--- src/rtl/apb_intercon_mm_pkg.sv ---
// apb_intercon_mm_pkg: shared FSM encoding and width helpers for the APB interconnect (package apb_ic_pkg).
package apb_ic_pkg;
  typedef enum logic [1:0] {IDLE, SETUP, ACCESS} state_t;
  function automatic int field_width(input int msb, input int lsb);
    return msb - lsb + 1;
  endfunction
  function automatic int idx_width(input int n);
    int r;
    r = 0;
    while ((1 << r) < n) r++;
    return (r < 1) ? 1 : r;
  endfunction
endpackage

--- src/rtl/apb_intercon_mm_arbiter.sv ---
// apb_rr_arbiter: round-robin grant; winner is the first requester strictly after last_grant.
module apb_rr_arbiter
  import apb_ic_pkg::*;
#(
  parameter int N_MASTERS = 4,
  localparam int GW = idx_width(N_MASTERS)
) (
  input  logic                 clk,
  input  logic                 reset,
  input  logic [N_MASTERS-1:0] reqs,
  input  logic                 advance,
  output logic [GW-1:0]        grant,
  output logic                 valid
);
  logic [GW-1:0] last_grant;
  assign valid = |reqs;
  // Scan from farthest to nearest so the nearest requester after last_grant wins.
  always_comb begin
    grant = '0;
    for (int i = N_MASTERS; i >= 1; i--) begin
      if (reqs[GW'((int'(last_grant) + i) % N_MASTERS)]) grant = GW'((int'(last_grant) + i) % N_MASTERS);
    end
  end
  always_ff @(posedge clk or negedge reset) begin
    if (!reset) last_grant <= GW'(N_MASTERS - 1);
    else if (advance) last_grant <= grant;
  end
endmodule

--- src/rtl/apb_intercon_mm.sv ---
// apb_intercon_mm: round-robin multi-master APB interconnect with address-field slave decode.
// Optional APB_IC_TIMEOUT_EN: ACCESS aborts with PSLVERR after TIMEOUT_CYCLES without PREADY.
module apb_intercon_mm
  import apb_ic_pkg::*;
#(
  parameter int N_MASTERS      = 4,
  parameter int N_SLAVES       = 16,
  parameter int ADDR_WIDTH     = 16,
  parameter int DATA_WIDTH     = 16,
  parameter int ADDR_MSB       = 7,
  parameter int ADDR_LSB       = 4,
  parameter int TIMEOUT_CYCLES = 255
) (
  input  logic                             clk,
  input  logic                             reset,
  input  logic [N_MASTERS*ADDR_WIDTH-1:0]  S_PADDR,
  input  logic [N_MASTERS-1:0]             S_PWRITE,
  input  logic [N_MASTERS-1:0]             S_PSELx,
  input  logic [N_MASTERS-1:0]             S_PENABLE,
  input  logic [N_MASTERS*DATA_WIDTH-1:0]  S_PWDATA,
  output logic [N_MASTERS*DATA_WIDTH-1:0]  S_PRDATA,
  output logic [N_MASTERS-1:0]             S_PREADY,
  output logic [N_MASTERS-1:0]             S_PSLVERR,
  output logic [ADDR_WIDTH-1:0]            M_PADDR,
  output logic                             M_PWRITE,
  output logic [N_SLAVES-1:0]              M_PSELx,
  output logic                             M_PENABLE,
  output logic [DATA_WIDTH-1:0]            M_PWDATA,
  input  logic [N_SLAVES*DATA_WIDTH-1:0]   M_PRDATA,
  input  logic [N_SLAVES-1:0]              M_PREADY,
  input  logic [N_SLAVES-1:0]              M_PSLVERR
);
  localparam int GW = idx_width(N_MASTERS);
  localparam int FW = field_width(ADDR_MSB, ADDR_LSB);
  state_t state, state_d;
  logic [GW-1:0] grant, gnt_q;
  logic valid, advance, mapped, sel_rdy, sel_err, tmo, done, err;
  logic [FW-1:0] field;
  logic [N_SLAVES-1:0] dec;
  logic [DATA_WIDTH-1:0] sel_data, rdata;
  logic unused_penable;
  assign unused_penable = ^S_PENABLE;
  apb_rr_arbiter #(.N_MASTERS(N_MASTERS)) u_arb (
    .clk(clk), .reset(reset), .reqs(S_PSELx), .advance(advance), .grant(grant), .valid(valid)
  );
  assign advance  = (state == IDLE) && valid;
  assign M_PADDR  = S_PADDR[int'(gnt_q)*ADDR_WIDTH +: ADDR_WIDTH];
  assign M_PWDATA = S_PWDATA[int'(gnt_q)*DATA_WIDTH +: DATA_WIDTH];
  assign M_PWRITE = S_PWRITE[gnt_q];
  assign field    = M_PADDR[ADDR_MSB:ADDR_LSB];
  // Loop decode keeps out-of-range fields from ever indexing past the slave vectors.
  always_comb begin
    dec = '0;
    sel_rdy = 1'b0;
    sel_err = 1'b0;
    sel_data = '0;
    for (int s = 0; s < N_SLAVES; s++) begin
      if (int'(field) == s) begin
        dec[s] = 1'b1;
        sel_rdy = M_PREADY[s];
        sel_err = M_PSLVERR[s];
        sel_data = M_PRDATA[s*DATA_WIDTH +: DATA_WIDTH];
      end
    end
  end
  assign mapped    = |dec;
  assign M_PSELx   = (state != IDLE) ? dec : '0;
  assign M_PENABLE = (state == ACCESS);
`ifdef APB_IC_TIMEOUT_EN
  localparam int TW = idx_width(TIMEOUT_CYCLES + 1);
  logic [TW-1:0] tmo_cnt;
  always_ff @(posedge clk or negedge reset) begin
    if (!reset) tmo_cnt <= '0;
    else tmo_cnt <= (state == ACCESS && !done) ? tmo_cnt + TW'(1) : '0;
  end
  assign tmo = (state == ACCESS) && (tmo_cnt == TW'(TIMEOUT_CYCLES - 1));
`else
  assign tmo = 1'b0;
`endif
  assign done      = (state == ACCESS) && (!mapped || sel_rdy || tmo);
  assign err       = !mapped || !sel_rdy || sel_err;
  assign rdata     = (mapped && sel_rdy) ? sel_data : '0;
  assign S_PREADY  = done ? (N_MASTERS'(1) << gnt_q) : '0;
  assign S_PSLVERR = (done && err) ? (N_MASTERS'(1) << gnt_q) : '0;
  always_comb begin
    S_PRDATA = '0;
    if (done) S_PRDATA[int'(gnt_q)*DATA_WIDTH +: DATA_WIDTH] = rdata;
  end
  always_comb begin
    state_d = (state == IDLE) ? (valid ? SETUP : IDLE) : (state == SETUP) ? ACCESS : (done ? IDLE : ACCESS);
  end
  always_ff @(posedge clk or negedge reset) begin
    if (!reset) begin
      state <= IDLE;
      gnt_q <= '0;
    end else begin
      state <= state_d;
      if (advance) gnt_q <= grant;
    end
  end
endmodule

--- config.mk ---
export PLATFORM = sky130hd
export DESIGN_NAME = apb_intercon_mm
export DESIGN_NICKNAME = d
export VERILOG_FILES = /design/src/rtl/apb_intercon_mm_pkg.sv /design/src/rtl/apb_intercon_mm_arbiter.sv /design/src/rtl/apb_intercon_mm.sv
export SDC_FILE = /design/constraint.sdc
export NUM_CORES = 1
export LEC_CHECK = 0
export BUFFER_PORTS_ARGS = -buffer_cell sky130_fd_sc_hd__buf_2
export CAP_MARGIN = 20
export CORE_AREA = 2 2 217 219
export DETAILED_ROUTE_END_ITERATION = 10
export DIE_AREA = 0 0 219 221
export PLACE_DENSITY_LB_ADDON = 0.1
export REMOVE_ABC_BUFFERS = 1
export SETUP_SLACK_MARGIN = 0.3
export SYNTH_ARGS = -nofsm -noshare
export SYNTH_HDL_FRONTEND = slang
export SYNTH_SLANG_ARGS = --single-unit
--- constraint.sdc ---
create_clock -name clk -period 8.15 [get_ports clk]
set_input_delay 0.815 -clock clk [delete_from_list [all_inputs] [get_ports clk]]
set_output_delay 0.815 -clock clk [all_outputs]
set_load 0.005 [all_outputs]
======== Word level (Yosys, flattened, before mapping) ========
Index checks and enable logic that the tools add are counted.
word-level totals
  word-level logic and storage cells ...... 141
  bits of input ports ..................... 430
  output and inout bits ................... 122
  register bits ........................... 6
operators by class
  shifts and indexed selects .............. 5
  add/sub/neg operators ................... 5
  equal/unequal tests ..................... 17
  reductions and logical operators ........ 14
  bitwise logic cells ..................... 1
  $lt $le $gt $ge ......................... 5
  muxes and demuxes ....................... 91
operator list
  cell                                                                           number
  16-bit 2-to-1 mux                                                              18
  64-bit by 7-bit indexed part select with 16-bit output                         2
  64-bit AND                                                                     1
  64-bit 2-to-1 mux                                                              1
  16-bit by 33-bit variable shift with 64-bit output (first input constant)      1
  16-bit by 33-bit indexed part select with 64-bit output                        1
  1-bit 2-to-1 mux                                                               58
  6-bit negation with 33-bit output                                              1
  4-bit equality test (second input constant)                                    8
  4-bit by 3-bit equality test with 1-bit output (second input constant)         4
  2-bit by 4-bit less-than comparator with 1-bit output (second input constant)  4
  16-bit OR reduction                                                            1
  2-bit 2-to-1 mux                                                               7
  1-bit binary-select mux with 2-bit select                                      5
  4-bit by 2-bit equality test with 1-bit output (second input constant)         2
  4-bit 2-to-1 mux                                                               2
  2-bit by 1-bit adder with 2-bit output (second input constant)                 2
  2-bit adder (second input constant)                                            2
  4-bit by 1-bit equality test with 1-bit output (second input constant)         1
  1-bit logical AND                                                              4
  4-bit logical NOT                                                              1
  4-bit OR reduction                                                             1
  1-bit by 2-bit << shifter with 4-bit output (first input constant)             1
  1-bit logical OR                                                               3
  other kinds (6)                                                                7

======== Longest topological paths before layout ========
  depth after elaboration ................. 23
  gate-level depth with buffers ........... 13
  depth with buffers taken out ............ 9

======== Modules after synthesis ========
A second synthesis with hierarchy kept.
second synthesis, totals
  cells, all modules ...................... 628
  area, all modules ....................... 4973.5 µm²
by module, submodules not included
  module           area an instance (µm²)  times used  sequential area each (µm²)  cells each
  apb_intercon_mm  4770.8                  1           100.1                       603
  apb_rr_arbiter   202.7                   1           52.6                        25

======== Worst setup path after synthesis ========
No wires, ideal clock.
  path kind ............................... input to output
  start ................................... input port S_PADDR[38]
  end ..................................... output port S_PRDATA[52]
  setup slack ............................. 4.691 ns
  arrival time ............................ 2.644 ns
  path buffers ............................ 2
  data required time ...................... 7.335 ns
  stages on the path ...................... 11
  path through ............................ mux2_2 -> mux2i_4 -> inv_2 -> buf_6 -> nor2_4 -> a21oi_1 -> a311o_1 -> a31oi_4 -> nand3_4 -> buf_6 -> nor2_1
on the way
  cells in the longest elaborated chain, start to end .. 23
  elaborated cells between the ends (all ways) .. 74
  those cells by class .................... eq/ne (15); shift (2); mux (50); bitwise (1); reduce/logical (6)
RTL lines
  what                                                        RTL line               source
  start, declared                                             apb_intercon_mm.sv:16  input logic [N_MASTERS*ADDR_WIDTH-1:0] S_PADDR,
  64-bit by 7-bit indexed part select with 16-bit output (*)  apb_intercon_mm.sv:47  assign M_PADDR = S_PADDR[int'(gnt_q)*ADDR_WIDTH +: ADDR_WIDTH];
  4-bit logical NOT                                           apb_intercon_mm.sv:58  if (int'(field) == s) begin
  1-bit 2-to-1 mux (16 in a row)                              apb_intercon_mm.sv:58
  1-bit logical AND                                           apb_intercon_mm.sv:82  assign rdata = (mapped && sel_rdy) ? sel_data : '0;
  16-bit 2-to-1 mux                                           apb_intercon_mm.sv:82
  16-bit by 33-bit indexed part select with 64-bit output     apb_intercon_mm.sv:87  if (done) S_PRDATA[int'(gnt_q)*DATA_WIDTH +: DATA_WIDTH] = rdata;
  64-bit AND (no line)                                        -
  64-bit 2-to-1 mux (*)                                       apb_intercon_mm.sv:87
  end, declared                                               apb_intercon_mm.sv:21  output logic [N_MASTERS*DATA_WIDTH-1:0] S_PRDATA,
Every way passes the cells marked *; elsewhere a longest branch is shown, timed or not.

======== Final worst setup path ========
  start ................................... register gnt_q[0]
  end ..................................... output port S_PRDATA[38]
on the way
  cells in the longest elaborated chain, start to end .. 23
  elaborated cells between the ends (all ways) .. 76
  those cells by class .................... add/sub (1); eq/ne (15); shift (3); mux (50); bitwise (1); reduce/logical (6)
RTL lines
  what                                                     RTL line               source
  start, declared                                          apb_intercon_mm.sv:36  logic [GW-1:0] grant, gnt_q;
  start signal, assigned                                   apb_intercon_mm.sv:98  if (advance) gnt_q <= grant;
  64-bit by 7-bit indexed part select with 16-bit output   apb_intercon_mm.sv:47
  4-bit logical NOT                                        apb_intercon_mm.sv:58
  1-bit 2-to-1 mux (16 in a row)                           apb_intercon_mm.sv:58
  1-bit logical AND                                        apb_intercon_mm.sv:82
  16-bit 2-to-1 mux                                        apb_intercon_mm.sv:82
  16-bit by 33-bit indexed part select with 64-bit output  apb_intercon_mm.sv:87
  64-bit AND (no line)                                     -
  64-bit 2-to-1 mux (*)                                    apb_intercon_mm.sv:87
Marks and branches as above.

==> flow_summary.yaml <==
run_status:
  outcome: "completed"
sta:
  unrepaired_setup_endpoints_after_global_routing: "no"
  final.period_utilization_pct: 75.9
  final.min_clock_period_ns: 6.19
  report.final.slew_viol_count: 0
  clock-skew-final_ns: 0.000827
  timing.slew.headroom_pct: 31.3
  fmaxAchievable_ghz: 0.162
  finalSetupViolations: 0
  final_hold_viol_count: 0
  timing_worst_slew_pin_value_ns: 1.03
  final.setup.tns_ns: 0
route:
  route.vias.total: 7518
  route.detailed.wl_per_inst_um: 24.6
  total_iterations_of_the_first_detailed_routing_run: 5
  vias_per_cell: 4.26
  dr.first_iter.drc_count: 337
  detail_route.drc_violations: 0
  postRouteAntennaNets: 0
  wl_um: 43500
finish:
  count_of_non_filler_cells_in_the_finished_layout: 1766
  syn2layout_area_growth_pct: 74.6
  drive_gt1_share_pct: 55.5
  layout.nets: 1593
  filler_cell_count: 5465
power_and_ir_drop:
  areal_power_density_over_the_cells_mw_per_mm2: 337
  cellLeakagePower_nw: 3.93
  switching_share_pct: 63.0
  p_int_mw: 1.00
  net-switching-power_mw: 1.70
  part_of_the_power_in_registers_pct: 2.9
  p_clk_share_pct: 3.1
  power.combinational.fraction_pct: 94.0
  ir_drop_uv: 172
synth:
  leading_post_synthesis_cells_by_cell_area: "sky130_fd_sc_hd__mux4_2 14%, sky130_fd_sc_hd__nor2_1 7.4%, sky130_fd_sc_hd__a22oi_1 5.2%"
  synth_top_area_share_pct: 14.2
  async_reset_ff_share_pct: 100
  syn_avg_cell_area_um2: 7.08
  top_post_synthesis_cells_by_count: "91 x sky130_fd_sc_hd__nor2_1, 56 x sky130_fd_sc_hd__nand2_1, 47 x sky130_fd_sc_hd__a21oi_1"
  synth_top_flop_cell: "sky130_fd_sc_hd__dfrtp_1"
  synth_most_common_cell: "sky130_fd_sc_hd__nor2_1"
  postSynthRegisterBits: 6
  syn-cell-area_mm2: 0.00459
  yosysWarnings: 0
  yosysUniqueCellTypes: 69
  synth_edf_count: 0
  post_synth_inst_count: 649
  biggest_area_consumer_among_synthesized_cells: "sky130_fd_sc_hd__mux4_2"
  synth.yosys.seq_area_share_pct: 3.32
floorplanning:
  io-pin-count: 552
  dieArea_mm2: 0.0484
  start_util_pct: 9.97
  placementRows: 79
  dieWidth_um: 219
  die_ht_um: 221
  core_area_mm2: 0.0461
worst_hold_path:
  timing.hold.worst.class: "in2async"
grt:
  grt_start_max_net_pins: 43
  grt_antenna_before_repair: 10
  global_route_wire_length_before_repair_um: 59400
  global_route.usage.total_pct: 17.0
  number_of_global_route_vias_before_repair: 7952
  globalRouteOverflowTotal: 0
clock_network:
  cts_sinks: 6
  cts_resized: 0
  cts-root-buf: "sky130_fd_sc_hd__clkbuf_16"
  clkSlewWorstSetupHoldPaths_ns: 0.04
  postCtsSetupRepairBufs: 0
  postCtsHoldBufs: 0
  clk-insertion-delay-late_ns: 0.23
  cts_buffer_depth: 2
  cts_htree_levels: 1
  numCtsBuffers: 3
  cts_tree: "done"
critical_path:
  critical_path.max_stage_delay_ns: 0.82
  timing.critical_path.slowest_stage_cell: "sky130_fd_sc_hd__nand4_1"
  cp-end-kind: "output port"
  worstPathBufferInverterCount: 4
  critical_path.top_delay_family: "buffers and inverters"
  worst_ep_required_time_ns: 7.34
  critical_path_class: "reg2out"
  timing.critical_path.cells: "buf_4, mux2_4, clkinv_2, buf_4, nor2_4, a21oi_1, a311o_1, nand3_1, nand4_1, nor2_1, buf_2"
  critical_path.startpoint_type: "flop"
  reg2reg_slack_ns: 3.80
  crit_fanout: 41
  worst_ep_arrival_time_ns: 5.37
  library_cell_appearing_most_often_on_the_critical_path: "sky130_fd_sc_hd__buf_4"
placed_design:
  port_buffers: 547
  dpl.cell_count: 1758
  dp_hpwl_um: 35500
  globalplace.congestion: 0.899
run:
  number_of_maximum_capacitance_violations: 0
## layout by cell type, fill, tap and decap left out, types with 6 or more instances in the layout
cell                       count
sky130_fd_sc_hd__a21oi_1      47
sky130_fd_sc_hd__nand2_1      56
sky130_fd_sc_hd__o22ai_1      20
sky130_fd_sc_hd__a311o_1       6
sky130_fd_sc_hd__nand2b_1     12
sky130_fd_sc_hd__a211o_1       6
sky130_fd_sc_hd__a31oi_1       9
sky130_fd_sc_hd__nand3_1      10
sky130_fd_sc_hd__a22o_1       14
sky130_fd_sc_hd__buf_4        21
sky130_fd_sc_hd__inv_1        11
sky130_fd_sc_hd__nor2_1       89
sky130_fd_sc_hd__o21ai_0      35
sky130_fd_sc_hd__o22a_1       10
sky130_fd_sc_hd__nor3_1       21
sky130_fd_sc_hd__nor2b_1      12
sky130_fd_sc_hd__buf_2       547
sky130_fd_sc_hd__mux4_2       29
sky130_fd_sc_hd__a32o_1        7
sky130_fd_sc_hd__mux2_2       15
sky130_fd_sc_hd__a22oi_1      32
sky130_fd_sc_hd__mux2i_1      15
sky130_fd_sc_hd__a32oi_1       8
sky130_fd_sc_hd__a221oi_1     16
sky130_fd_sc_hd__ha_1          7
sky130_fd_sc_hd__and2_1       14
## per-stage QoR
stage | hold WS [ns] | utilization (%) | area, um2 | total power [mW] | worst slack, ns
6_report | 0.405 | 17.4 | 8020 | 2.70 | 1.96
5_1_grt | 0.412 | 17.4 | 8020 | 2.96 | 1.52
4_1_cts | 0.410 | 17.4 | 8010 | 2.79 | 1.69
3_5_place_dp | 0.488 | 17.2 | 7930 | 2.70 | 1.95
3_3_place_gp | 0.479 | 17.2 | 7930 | 2.70 | 2.02
2_1_floorplan | 0.458 | - | 4270 | 1.48 | 3.04
## final timing paths
path | cells past startpoint | end | start
max | 11 | S_PRDATA[38] | gnt_q[0]$_DFFE_PN0P_
min | 1 | gnt_q[0]$_DFFE_PN0P_ | reset
max reg2reg | 9 | state[1]$_DFF_PN0_ | gnt_q[0]$_DFFE_PN0P_
min reg2reg | 1 | state[1]$_DFF_PN0_ | state[0]$_DFF_PN0_
max in group asynchronous | 1 | u_arb.last_grant[1]$_DFFE_PN1P_ | reset
min in group clk | 1 | state[1]$_DFF_PN0_ | state[0]$_DFF_PN0_
## flip-flops by register name (all words and copies together) (netlist names)
signal            count
gnt_q                 2
state                 2
u_arb.last_grant      2
## cell type report
cell class	instances	area, um2	share of cell area, %
antenna	4	10.0	0.125
clock buffer	4	78.8	0.983
inverter	16	65.1	0.811
multi-input combinational	561	4060	50.6
sequential	6	155	1.93
tap	607	759	9.47
timing repair buffer	568	2900	36.1
## power by group through the flow
stage | Clock (mW) | Sequential, mW | Combinational [mW]
after CTS | 0.0839 | 0.0795 | 2.63
after global placement | 0 | 0.0793 | 2.62
final | 0.0828 | 0.0781 | 2.54
after global routing | 0.0863 | 0.0813 | 2.79
after detailed placement | 0 | 0.0790 | 2.62
after floorplan | 0 | 0.120 | 1.36
## cell families (layout without fill, tap and decap cells)
| logic type | Yosys count | after routing | share of synthesized area (%) |
|---|---|---|---|
| fa+ha+maj | 7 | 7 | 1.91 |
| simple gates | 246 | 246 | 25.7 |
| other cells | 0 | 4 | 0 |
| flops | 6 | 6 | 3.32 |
| buf+inv | 82 | 588 | 8.50 |
| mux | 63 | 63 | 22.6 |
| compound gates | 245 | 245 | 38.0 |
## worst register-to-register path: cells and delay by family (launching register included)
family / cells / cell delay, ns
buffers and inverters: 3 / 1.51
flip-flops: 1 / 0.37
multiplexers: 1 / 0.69
AO/OA/AOI/OAI: 2 / 0.54
AND/OR/NAND/NOR: 3 / 1.17
## layer usage
layer  share of wire (%)  GRT usage, %  vias up
met1                  43          21.7     3636
met3                 6.5          3.19       20
li1                    -             -     3537
met5                0.13             0        -
met2                  50          30.2      317
met4                0.70          2.29        8
Power figures use the tool's default switching activity.
